$ cat src/rtl/decode_issue.sv
// decode_issue: decode/issue stage with a 32-entry RAW/WAW scoreboard driving register file read addresses
// Ports: clk, rst (async, active-low); fetch handshake if_valid/if_ready/if_instr;
// regfile reads addr_a/addr_b; EX slot ex_valid/ex_ready/ex_opcode/ex_rd/ex_wr_en/ex_setflags/ex_imm;
// writeback clears wb_valid/wb_addr/wb_flags_valid; scoreboard view pending.
module decode_issue #(
    parameter int FLAGS_REG = 30
) (
    input  logic        clk,
    input  logic        rst,
    input  logic        if_valid,
    output logic        if_ready,
    input  logic [0:31] if_instr,
    output logic [0:4]  addr_a,
    output logic [0:4]  addr_b,
    output logic        ex_valid,
    input  logic        ex_ready,
    output logic [0:5]  ex_opcode,
    output logic [0:4]  ex_rd,
    output logic        ex_wr_en,
    output logic        ex_setflags,
    output logic [0:63] ex_imm,
    input  logic        wb_valid,
    input  logic [0:4]  wb_addr,
    input  logic        wb_flags_valid,
    output logic [0:31] pending
);
    localparam logic [0:4] FLAGS = 5'(FLAGS_REG);
    logic        d_valid;
    logic [0:31] d_instr;
    logic [0:4]  ex_ra, ex_rb;
    logic [0:5]  op;
    logic [0:4]  rd, ra, src_b;
    logic        is_rr, is_ri, is_ld, is_st, is_br;
    logic        uses_b, writes, wr_en, setflags, hazard, issue;
    logic [0:31] set_v, clr_v;
    assign op       = d_instr[0:5];
    assign rd       = d_instr[6:10];
    assign ra       = d_instr[11:15];
    assign is_rr    = op[0:1] == 2'b00;
    assign is_ri    = op[0:1] == 2'b01;
    assign is_ld    = op[0:1] == 2'b10 && !op[2];
    assign is_st    = op[0:1] == 2'b10 && op[2];
    assign is_br    = op[0:1] == 2'b11;
    // Branches read the flags register through the b port
    assign src_b    = is_br ? FLAGS : d_instr[16:20];
    assign uses_b   = is_rr || is_st || is_br;
    assign writes   = is_rr || is_ri || is_ld;
    assign wr_en    = writes && rd != FLAGS;
    assign setflags = (is_rr || is_ri) && op[5];
    assign hazard   = pending[ra] || (uses_b && pending[src_b]) || (wr_en && pending[rd]) ||
                      (setflags && pending[FLAGS]);
    assign issue    = d_valid && !hazard && (!ex_valid || ex_ready);
    assign if_ready = !d_valid || issue;
    // Hold the stalled EX operands on the read ports so the registered a/b stay valid
    assign addr_a   = ex_valid && !ex_ready ? ex_ra : ra;
    assign addr_b   = ex_valid && !ex_ready ? ex_rb : src_b;
    always_comb begin
        clr_v = '0;
        set_v = '0;
        if (wb_valid) clr_v[wb_addr] = 1'b1;
        if (wb_flags_valid) clr_v[FLAGS] = 1'b1;
        if (issue && wr_en) set_v[rd] = 1'b1;
        if (issue && setflags) set_v[FLAGS] = 1'b1;
    end
    always_ff @(posedge clk or negedge rst) begin
        if (!rst) begin
            d_valid     <= 1'b0;
            d_instr     <= '0;
            ex_valid    <= 1'b0;
            ex_opcode   <= '0;
            ex_rd       <= '0;
            ex_wr_en    <= 1'b0;
            ex_setflags <= 1'b0;
            ex_imm      <= '0;
            ex_ra       <= '0;
            ex_rb       <= '0;
            pending     <= '0;
        end else begin
            pending <= (pending & ~clr_v) | set_v;
            if (if_valid && if_ready) begin
                d_valid <= 1'b1;
                d_instr <= if_instr;
            end else if (issue) begin
                d_valid <= 1'b0;
            end
            if (issue) begin
                ex_valid    <= 1'b1;
                ex_opcode   <= op;
                ex_rd       <= rd;
                ex_wr_en    <= wr_en;
                ex_setflags <= setflags;
                ex_imm      <= {{53{d_instr[21]}}, d_instr[21:31]};
                ex_ra       <= ra;
                ex_rb       <= src_b;
            end else if (ex_ready) begin
                ex_valid <= 1'b0;
            end
        end
    end
endmodule

$ cat config.mk
export PLATFORM = sky130hd
export DESIGN_NAME = decode_issue
export DESIGN_NICKNAME = d
export VERILOG_FILES = /design/src/rtl/decode_issue.sv
export SDC_FILE = /design/constraint.sdc
export NUM_CORES = 1
export LEC_CHECK = 0
export ABC_CLOCK_PERIOD_IN_PS = 2500
export BUFFER_PORTS_ARGS = -buffer_cell sky130_fd_sc_hd__clkbuf_2
export CAP_MARGIN = 15
export CORE_ASPECT_RATIO = 1.1
export CORE_MARGIN = 1
export CORE_UTILIZATION = 49
export DETAILED_ROUTE_END_ITERATION = 8
export PLACE_DENSITY = 0.83
export SLEW_MARGIN = 20
export SYNTH_ARGS = -nofsm -noshare
export SYNTH_HDL_FRONTEND = slang
export SYNTH_SLANG_ARGS = --single-unit
$ cat constraint.sdc
create_clock -name clk -period 2.5 [get_ports clk]
set_input_delay 0.25 -clock clk [delete_from_list [all_inputs] [get_ports clk]]
set_output_delay 0.25 -clock clk [all_outputs]
set_load 0.01 [all_outputs]
* Word-level counts from Yosys, hierarchy flattened *
Index checks and enable logic that the tools add are counted.

storage, ports and cells
  logic and storage cells = 84
  bits of input ports = 43
  register bits after elaboration = 100

operators by class
  $lt $le $gt $ge = 6
  equality and inequality tests = 4
  bitwise operators = 7
  muxes and demuxes = 24
  reductions and logical operators = 32

operator list
  kind                                                         count
  2-to-1 mux 32 bit                                            2
  AND 32 bit                                                   1
  NOT 32 bit                                                   1
  bitwise OR 32 bit                                            1
  greater-or-equal comparator 6 bit (second input constant)    4
  NOT 5 -> 6 bit                                               4
  binary-select mux 1 bit (select 5 bit)                       3
  logical AND 1 bit                                            15
  2-to-1 mux 5 bit                                             3
  2-to-1 mux 1 bit                                             14
  less-than comparator 6 x 1 -> 1 bit (second input constant)  2
  demux 1 bit (select 5 bit)                                   2
  logical OR 1 bit                                             9
  zero test 1 bit                                              5
  != test 5 bit (second input constant)                        1
  equality test 2 bit (second input constant)                  2
  nonzero test 2 bit                                           2
  equality test 2 x 1 -> 1 bit (second input constant)         1
  zero test 2 bit                                              1

* Depth between registers and ports, before layout *
Gate-level depths: netlist of the first run.

  depth after elaboration = 17
  gate-level depth with buffers = 11

* Worst setup path before layout of the first run *
OpenSTA, ideal clock, no wires.

  kind = register to register
  from = register pending[6] (netlist bit)
  to = register d_instr[21] (netlist bit)
  required time = 2.357 ns
  slack = 0.093 ns
  buffers on the path = 2
  data arrival time = 2.264 ns
  cell stages (with the launch flop) = 10
  cell sequence = dfrtp_1 mux4_2 o2bb2ai_1 a2111oi_2 o22ai_1 and2_1 buf_4 buf_6 a222oi_1 o211ai_1

on the way
  cells in the longest elaborated chain, start to end = 12
  elaborated cells on any way between the ends = 19
  classes of those cells = mux: 9; reduce/logical: 10

RTL lines
  item                                                 line  text
  start: declaration                                   25    output logic [0:31] pending
  start signal: assignment                             79    pending <= (pending & ~clr_v) | set_v;
  binary-select mux 1 bit (select 5 bit)               50    assign hazard = pending[ra] || (uses_b && pending[src_b]) || (wr_en && pending[rd]) ||
  2-to-1 mux 1 bit (implied by the code) (2 in a row)  50
  logical AND 1 bit                                    50
  logical OR 1 bit                                     50
  logical OR 1 bit * (2 in a row)                      50
  zero test 1 bit *                                    52    assign issue = d_valid && !hazard && (!ex_valid || ex_ready);
  logical AND 1 bit * (2 in a row)                     52
  logical OR 1 bit *                                   53    assign if_ready = !d_valid || issue;
  logical AND 1 bit *                                  80    if (if_valid && if_ready) begin
  end signal: assignment                               82    d_instr <= if_instr;
  end: declaration                                     29    logic [0:31] d_instr;

Every way passes the cells marked *; elsewhere a longest branch is shown, timed or not. The select of a mux whose other input is x is not followed.
A chain may end at the register's enable or synchronous reset.

* Worst setup path after layout of the first run *
  from = register pending[5] (netlist bit)
  to = output if_ready

on the way
  cells in the longest elaborated chain, start to end = 11
  elaborated cells on any way between the ends = 18
  classes of those cells = mux: 9; reduce/logical: 9

RTL lines
  item                                                 line  text
  binary-select mux 1 bit (select 5 bit)               50
  2-to-1 mux 1 bit (implied by the code) (2 in a row)  50
  logical AND 1 bit                                    50
  logical OR 1 bit                                     50
  logical OR 1 bit * (2 in a row)                      50
  zero test 1 bit *                                    52
  logical AND 1 bit * (2 in a row)                     52
  logical OR 1 bit *                                   53
  end: declaration                                     11    output logic if_ready,

Marks and branches as above.

==> results.md, run 1 <==
* Status: complete, but fails checks
* Violated checks: setup timing
* Grt ovf at 0
* Die X-Extent at 110.4 um
* WL per Instance at 20.82 um
* Peak supply drop at 1.039 mV
* # port buffers at 163
* Yosys cell types at 53
* Share of cells above drive strength 1 at 41.74%
* Finished Layout Cells at 950
* Pre-CTS setup slack at -0.1119 ns
* Total clock sinks at 100
* Longest Clk Path Bufs at 2
* Crit end category: output port
* Vias in the first global route at 5515
* Syn_nets at 687
* Crit path time final at 2.668 ns
* Worst setup margin at -0.1685 ns
* GR peak layer: met2
* Clock transition at the registers of the reported paths at 0.08 ns
* Initial Utilization at 50.34%
* GP Congestion at 1.002
* First-pass GRT wire length at 29.90 mm
* Largest net degree at the start of global routing at 55
* WP data arrival at 2.42 ns
* Synth Area per Inst at 9.841 um2
* Final setup fails at 37
* HP Class: in -> reg
* Unrepaired setup endpoints after global routing: true
* Final Cycle Share at 106.7%
* # H-tree levels at 3
* Via count at 6100
* Asr flop ratio synth at 100.0%
* Register area share after synthesis at 39.49%
* Synthesized area at 0.006337 mm2
* Drc violations at 0
* First-pass detailed-route iteration total at 9
* Maxcap violations at 0
* CORE AREA at 0.01259 mm2
* Ranking of synthesized cells by area: dfrtp_1, buf_4, mux2_1
* Worst slew pin tran at 0.9935 ns
* PD cells at 1767 mW/mm2
* CP max FO at 5
* Most used DFF post-synth: dfrtp_1
* Leading area contributor after synthesis: dfrtp_1
* Inserted Diodes at 0
* Gate Count Post-Synth at 644
* Max Transition Viols Final at 0
* CTS Root Cell: clkbuf_16
* Max-Slew Margin vs Limit at 33.69%
* Post-synth EDFFs at 0
* Die Area at 0.01339 mm2
* Routed wire length at 19.78 mm
* Chip height at 121.3 um
* Layout area overhead at 25.35%
* Met2 Track Usage GR at 45.57%
* Yosys Warn Count at 0
* Hold Vio Cnt, Final at 0
* TritonCTS clock tree: done
* Final Skew at 0.01201 ns
* Met3 Use GR at 3.497%
* Post-layout total power at 14040 uW
* Initial DRC count at 805
* Initial antenna violation count at 0
* Number of buffers created by CTS at 9
* Placed Area at 0.007302 mm2
* Max frequency at 374.7 MHz
* CP Data Required Time at 2.25 ns
* Total global-route track usage at 28.11%
* Dpl cells at 921
* Final ANT Viol Nets at 0
* Finished layout cell area at 0.007944 mm2
* Io pins at 164
* Via density at 6.421
* Met1 GRT Util at 38.40%
* P_leak at 0.003607 uW
* Total Nets Final at 831
* Post-DP HPWL at 13.57 mm
* Worst skew pair latency at 0.35 ns
* Crit Path Class: reg -> out
* Worst Setup Start Kind: register
* Top-area cell type share of the netlist area at 39.49%
* Seq cells post-synth at 100
* Site row count at 43
## path summary, 6_finish.rpt
path | slack (ns) | cells past startpoint | from | end
setup / recovery | -0.17 | 9 | pending[5]$_DFF_PN0_ | if_ready
hold / removal | 0.18 | 3 | if_instr[11] | d_instr[11]$_DFFE_PN0P_
setup reg to reg | -0.12 | 10 | pending[5]$_DFF_PN0_ | ex_ra[4]$_DFFE_PN0P_
hold reg to reg | 0.49 | 1 | ex_ra[0]$_DFFE_PN0P_ | ex_ra[0]$_DFFE_PN0P_
max in group asynchronous | 1.39 | 3 | rst | d_instr[14]$_DFFE_PN0P_
min in group asynchronous | 0.37 | 2 | rst | ex_opcode[3]$_DFFE_PN0P_
## layout by cell type, fill, tap and decap left out, types with 6 or more instances in the layout
cell type / instances
clkbuf_2: 161
dfrtp_1: 93
buf_4: 64
nand2_1: 44
o21ai_0: 39
and2_1: 34
nand4_1: 33
o211ai_1: 32
a222oi_1: 30
mux2i_1: 21
o21ai_1: 18
mux2_4: 16
mux2_1: 14
nor2_1: 12
a21oi_1: 12
clkbuf_16: 12
mux4_2: 11
nand3_1: 10
buf_12: 10
nand3b_1: 9
nand2b_1: 8
mux2_2: 8
nor2b_1: 7
o21ai_2: 7
dfrtp_2: 7
a31oi_1: 6
buf_6: 6
## flip-flops by register name, indices dropped and copies added (netlist names)
| name | count |
|---|---|
| ex_opcode | 6 |
| ex_ra | 5 |
| ex_imm | 11 |
| d_instr | 32 |
| ex_setflags | 1 |
| d_valid | 1 |
| ex_wr_en | 1 |
| ex_rd | 5 |
| ex_valid | 1 |
| pending | 32 |
| ex_rb | 5 |
## metrics by stage
step | setup TNS, ns | util, % | hold WS [ns]
after floorplan | 0 | - | -0.04559
after global placement | -0.5861 | 58.00 | 0.2022
after detailed placement | -6.384 | 58.00 | 0.2051
after CTS | -0.1840 | 61.08 | 0.1801
after global routing | -4.536 | 63.10 | 0.1878
final | -1.533 | 63.10 | 0.1796
## Yosys cell counts, drive strengths merged, types with 2 or more instances
cell type	instances
mux2i	21
o2bb2ai	2
o21ai	64
and2	34
nor2b	7
nor2	13
a221oi	2
nand3	10
nor3b	2
dfrtp	100
buf	84
a21bo	2
a222oi	30
o311ai	3
mux4	11
mux2	38
o31ai	4
nand3b	9
clkbuf	31
a21oi	12
a211oi	4
nand4	34
nand2b	8
nor3	4
or3b	4
o41ai	5
o31a	2
o211ai	32
a31oi	6
inv	4
o22ai	5
nand2	47
## logic make-up after synthesis
group / share of synthesized area, %
multiplexers: 13.98
AND/OR/NAND/NOR: 15.08
AO/OA/AOI/OAI: 20.22
buffers and inverters: 11.23
flip-flops: 39.49
## report_power, final
group	switching (uW)	leakage (uW)	internal [uW]	total, uW
sequential	860	0.00118	2420	3280
clock	651	0.000138	688	1340
combinational	4740	0.00229	4680	9420
## routing by layer
metal,vias up,routed length [um]
li1,2687,-
met1,2919,7763
met2,408,9394
met3,86,1822
met4,0,802
met5,-,0
## cell type report
cell class,count,area [um2]
Sequential cell,100,2511
Timing Repair Buffer,248,1674
Clock inverter,6,45.04
Inverter,4,15.01
Tap cell,157,196.4
Clock buffer,10,229.0
Fill cell,1009,4646
Multi-Input combinational cell,425,3273
## worst max-delay path, cell delays in order (launching register included)
cell and delay, ns:
dfrtp_1 0.46, mux4_2 0.49, o2bb2ai_1 0.14, a211oi_1 0.32, o22ai_1 0.18, nand2_2 0.14
nand2_4 0.07, buf_12 0.13, nand2_4 0.06, buf_6 0.10
## repair_timing
item | in CTS | in global routing
hold endpoints to repair | 28 | 0
hold buffers | 1 | 0
buffers inserted | 6 | 3
gates resized for setup | 14 | 39
cloned | 0 | 3
pin swaps | 11 | 23
setup endpoints to repair | 96 | 92
No activity file was read; power rests on OpenSTA's default activity.
==> run 2, diff against run 1 <==
SETUP_SLACK_MARGIN = 0.1   (was default)
==> run 2 against run 1 <==
  * The run still ends with setup timing left
  * Cell area rose by 8.2%
  * Register-to-register slack got worse by 0.71 ns
  * Core utilization rose by 5.2 points
  * Via count is 14% higher
==> results.md, run 2 (same netlist as run 1, synthesis figures left out) <==
* Crit path time final at 3.333 ns
* WL per Instance at 26.75 um
* Largest net degree at the start of global routing at 67
* CP Data Required Time at 2.73 ns
* Inserted Diodes at 0
* Register-to-register setup slack at -0.83 ns
* First-pass GRT wire length at 34.76 mm
* Final Cycle Share at 133.3%
* Reg2reg end: d_instr[11]$_DFFE_PN0P_
* # port buffers at 163
* Io pins at 164
* Most frequent cells in the layout: clkbuf_2, dfrtp_1, buf_4
* Worst skew pair latency at 0.36 ns
* Worst Hold End: d_instr[12]$_DFFE_PN0P_
* Chip height at 121.3 um
* Vias in the first global route at 6229
* Final ANT Viol Nets at 0
* Unrepaired setup endpoints after global routing: true
* Total Nets Final at 842
* TritonCTS clock tree: done
* Post-DP HPWL at 12.67 mm
* Worst setup margin at -0.8333 ns
* GP Congestion at 0.9869
* Max-Slew Margin vs Limit at 34.91%
* Initial DRC count at 1313
* Via count at 6970
* CP max FO at 8
* WHS Path Cells at 3
* Die X-Extent at 110.4 um
* HP Class: in -> reg
* Hold wc startpoint: if_instr[12]
* Initial Utilization at 50.34%
* Routed wire length at 25.68 mm
* Hold Vio Cnt, Final at 0
* Violated checks: setup timing
* Max frequency at 300.0 MHz
* Grt ovf at 0
* Die Area at 0.01339 mm2
* Reg2Reg Depth at 11
* Final Skew at 0.01143 ns
* Regs by FF count: d_instr (32), pending (32), ex_imm (11)
* FF-to-FF Start: d_instr[20]$_DFFE_PN0P_
* CTS Root Cell: clkbuf_16
* # H-tree levels at 3
* Crit end category: register
* First-pass detailed-route iteration total at 8
* Max Transition Viols Final at 0
* WP data arrival at 3.57 ns
* Longest Clk Path Bufs at 2
* Total negative slack at -55.64 ns
* Status: complete, but fails checks
* Maxcap violations at 0
* Via density at 7.260
* Clock transition at the registers of the reported paths at 0.08 ns
* Leading cell type in the layout, fill and taps excluded: clkbuf_2
* Total clock sinks at 100
* Total global-route track usage at 33.49%
* Layout area overhead at 35.66%
* Final setup fails at 101
* Initial antenna violation count at 0
* Crit Path Class: reg -> reg
* Worst slew pin tran at 0.9753 ns
* Share of cells above drive strength 1 at 45.95%
* Worst Setup Start Kind: register
* Number of buffers created by CTS at 9
* CORE AREA at 0.01259 mm2
* Drc violations at 0
* Site row count at 43
## run 2: per-stage QoR
| stage | hold slack, ns | instance area, um2 | std cells | util [%] | setup WS [ns] |
|---|---|---|---|---|---|
| 6_report | 0.1844 | 8597 | 960 | 68.29 | -0.8333 |
| 2_1_floorplan | -0.04559 | 6344 | 644 | - | 0.1012 |
| 4_1_cts | 0.1691 | 8304 | 953 | 65.96 | -0.1584 |
| 5_1_grt | 0.1923 | 8597 | 960 | 68.29 | -1.017 |
| 3_3_place_gp | 0.2946 | 7206 | 909 | 57.24 | 0.002436 |
| 3_5_place_dp | 0.2924 | 7206 | 909 | 57.24 | -0.04088 |
## run 2: metal layers
layer  part of all wire, %  vias to the layer above  wire length (um)  track usage, %
li1                      -                     2715                 -               -
met1                    34                     3255              8697           41.95
met2                    45                      765             11570           52.80
met3                    13                      235              3334           8.292
met4                   8.1                        0              2072           19.67
met5                     0                        -                 0               0
## run 2: critical path, stage by stage (launching register included)
cell and delay [ns]:
dfrtp_2 0.49, mux2i_1 0.22, o311ai_0 0.80, nor3_1 0.16, o31a_2 0.41, buf_6 0.13
buf_6 0.12, buf_8 0.12, buf_12 0.13, buf_12 0.14, clkbuf_16 0.16, o211ai_1 0.31
## run 2: how the worst max path moves through the flow
stage	from	to	cells after the start
3_5_place_dp	d_instr[14]$_DFFE_PN0P_	if_ready	8
6_report	d_instr[20]$_DFFE_PN0P_	d_instr[11]$_DFFE_PN0P_	11
4_1_cts	d_instr[14]$_DFFE_PN0P_	if_ready	9
5_1_grt	d_instr[20]$_DFFE_PN0P_	d_instr[11]$_DFFE_PN0P_	11
3_3_place_gp	d_instr[9]$_DFFE_PN0P_	d_instr[20]$_DFFE_PN0P_	9
2_1_floorplan	d_instr[14]$_DFFE_PN0P_	ex_imm[53]$_DFFE_PN0P_	9
## run 2: final cells by class
class	instances	area, um2
timing repair buffer	259	2082
clock inverter	5	37.54
inverter	4	15.01
clock buffer	10	239.0
multi-input combinational	425	3513
sequential	100	2514
tap	157	196.4
fill	814	3993
## run 2: what timing repair did
item | 4_1_cts | 5_1_grt
endpoints found under the hold margin | 43 | 0
pin swaps | 23 | 42
hold buffers | 1 | 0
setup endpoints to repair | 100 | 101
gates cloned | 13 | 2
resized for setup | 74 | 42
buffers inserted | 15 | 6
Power of run 2 is not shown: default switching activity piles up to over one toggle a cycle in this logic, so the estimate is an artifact.
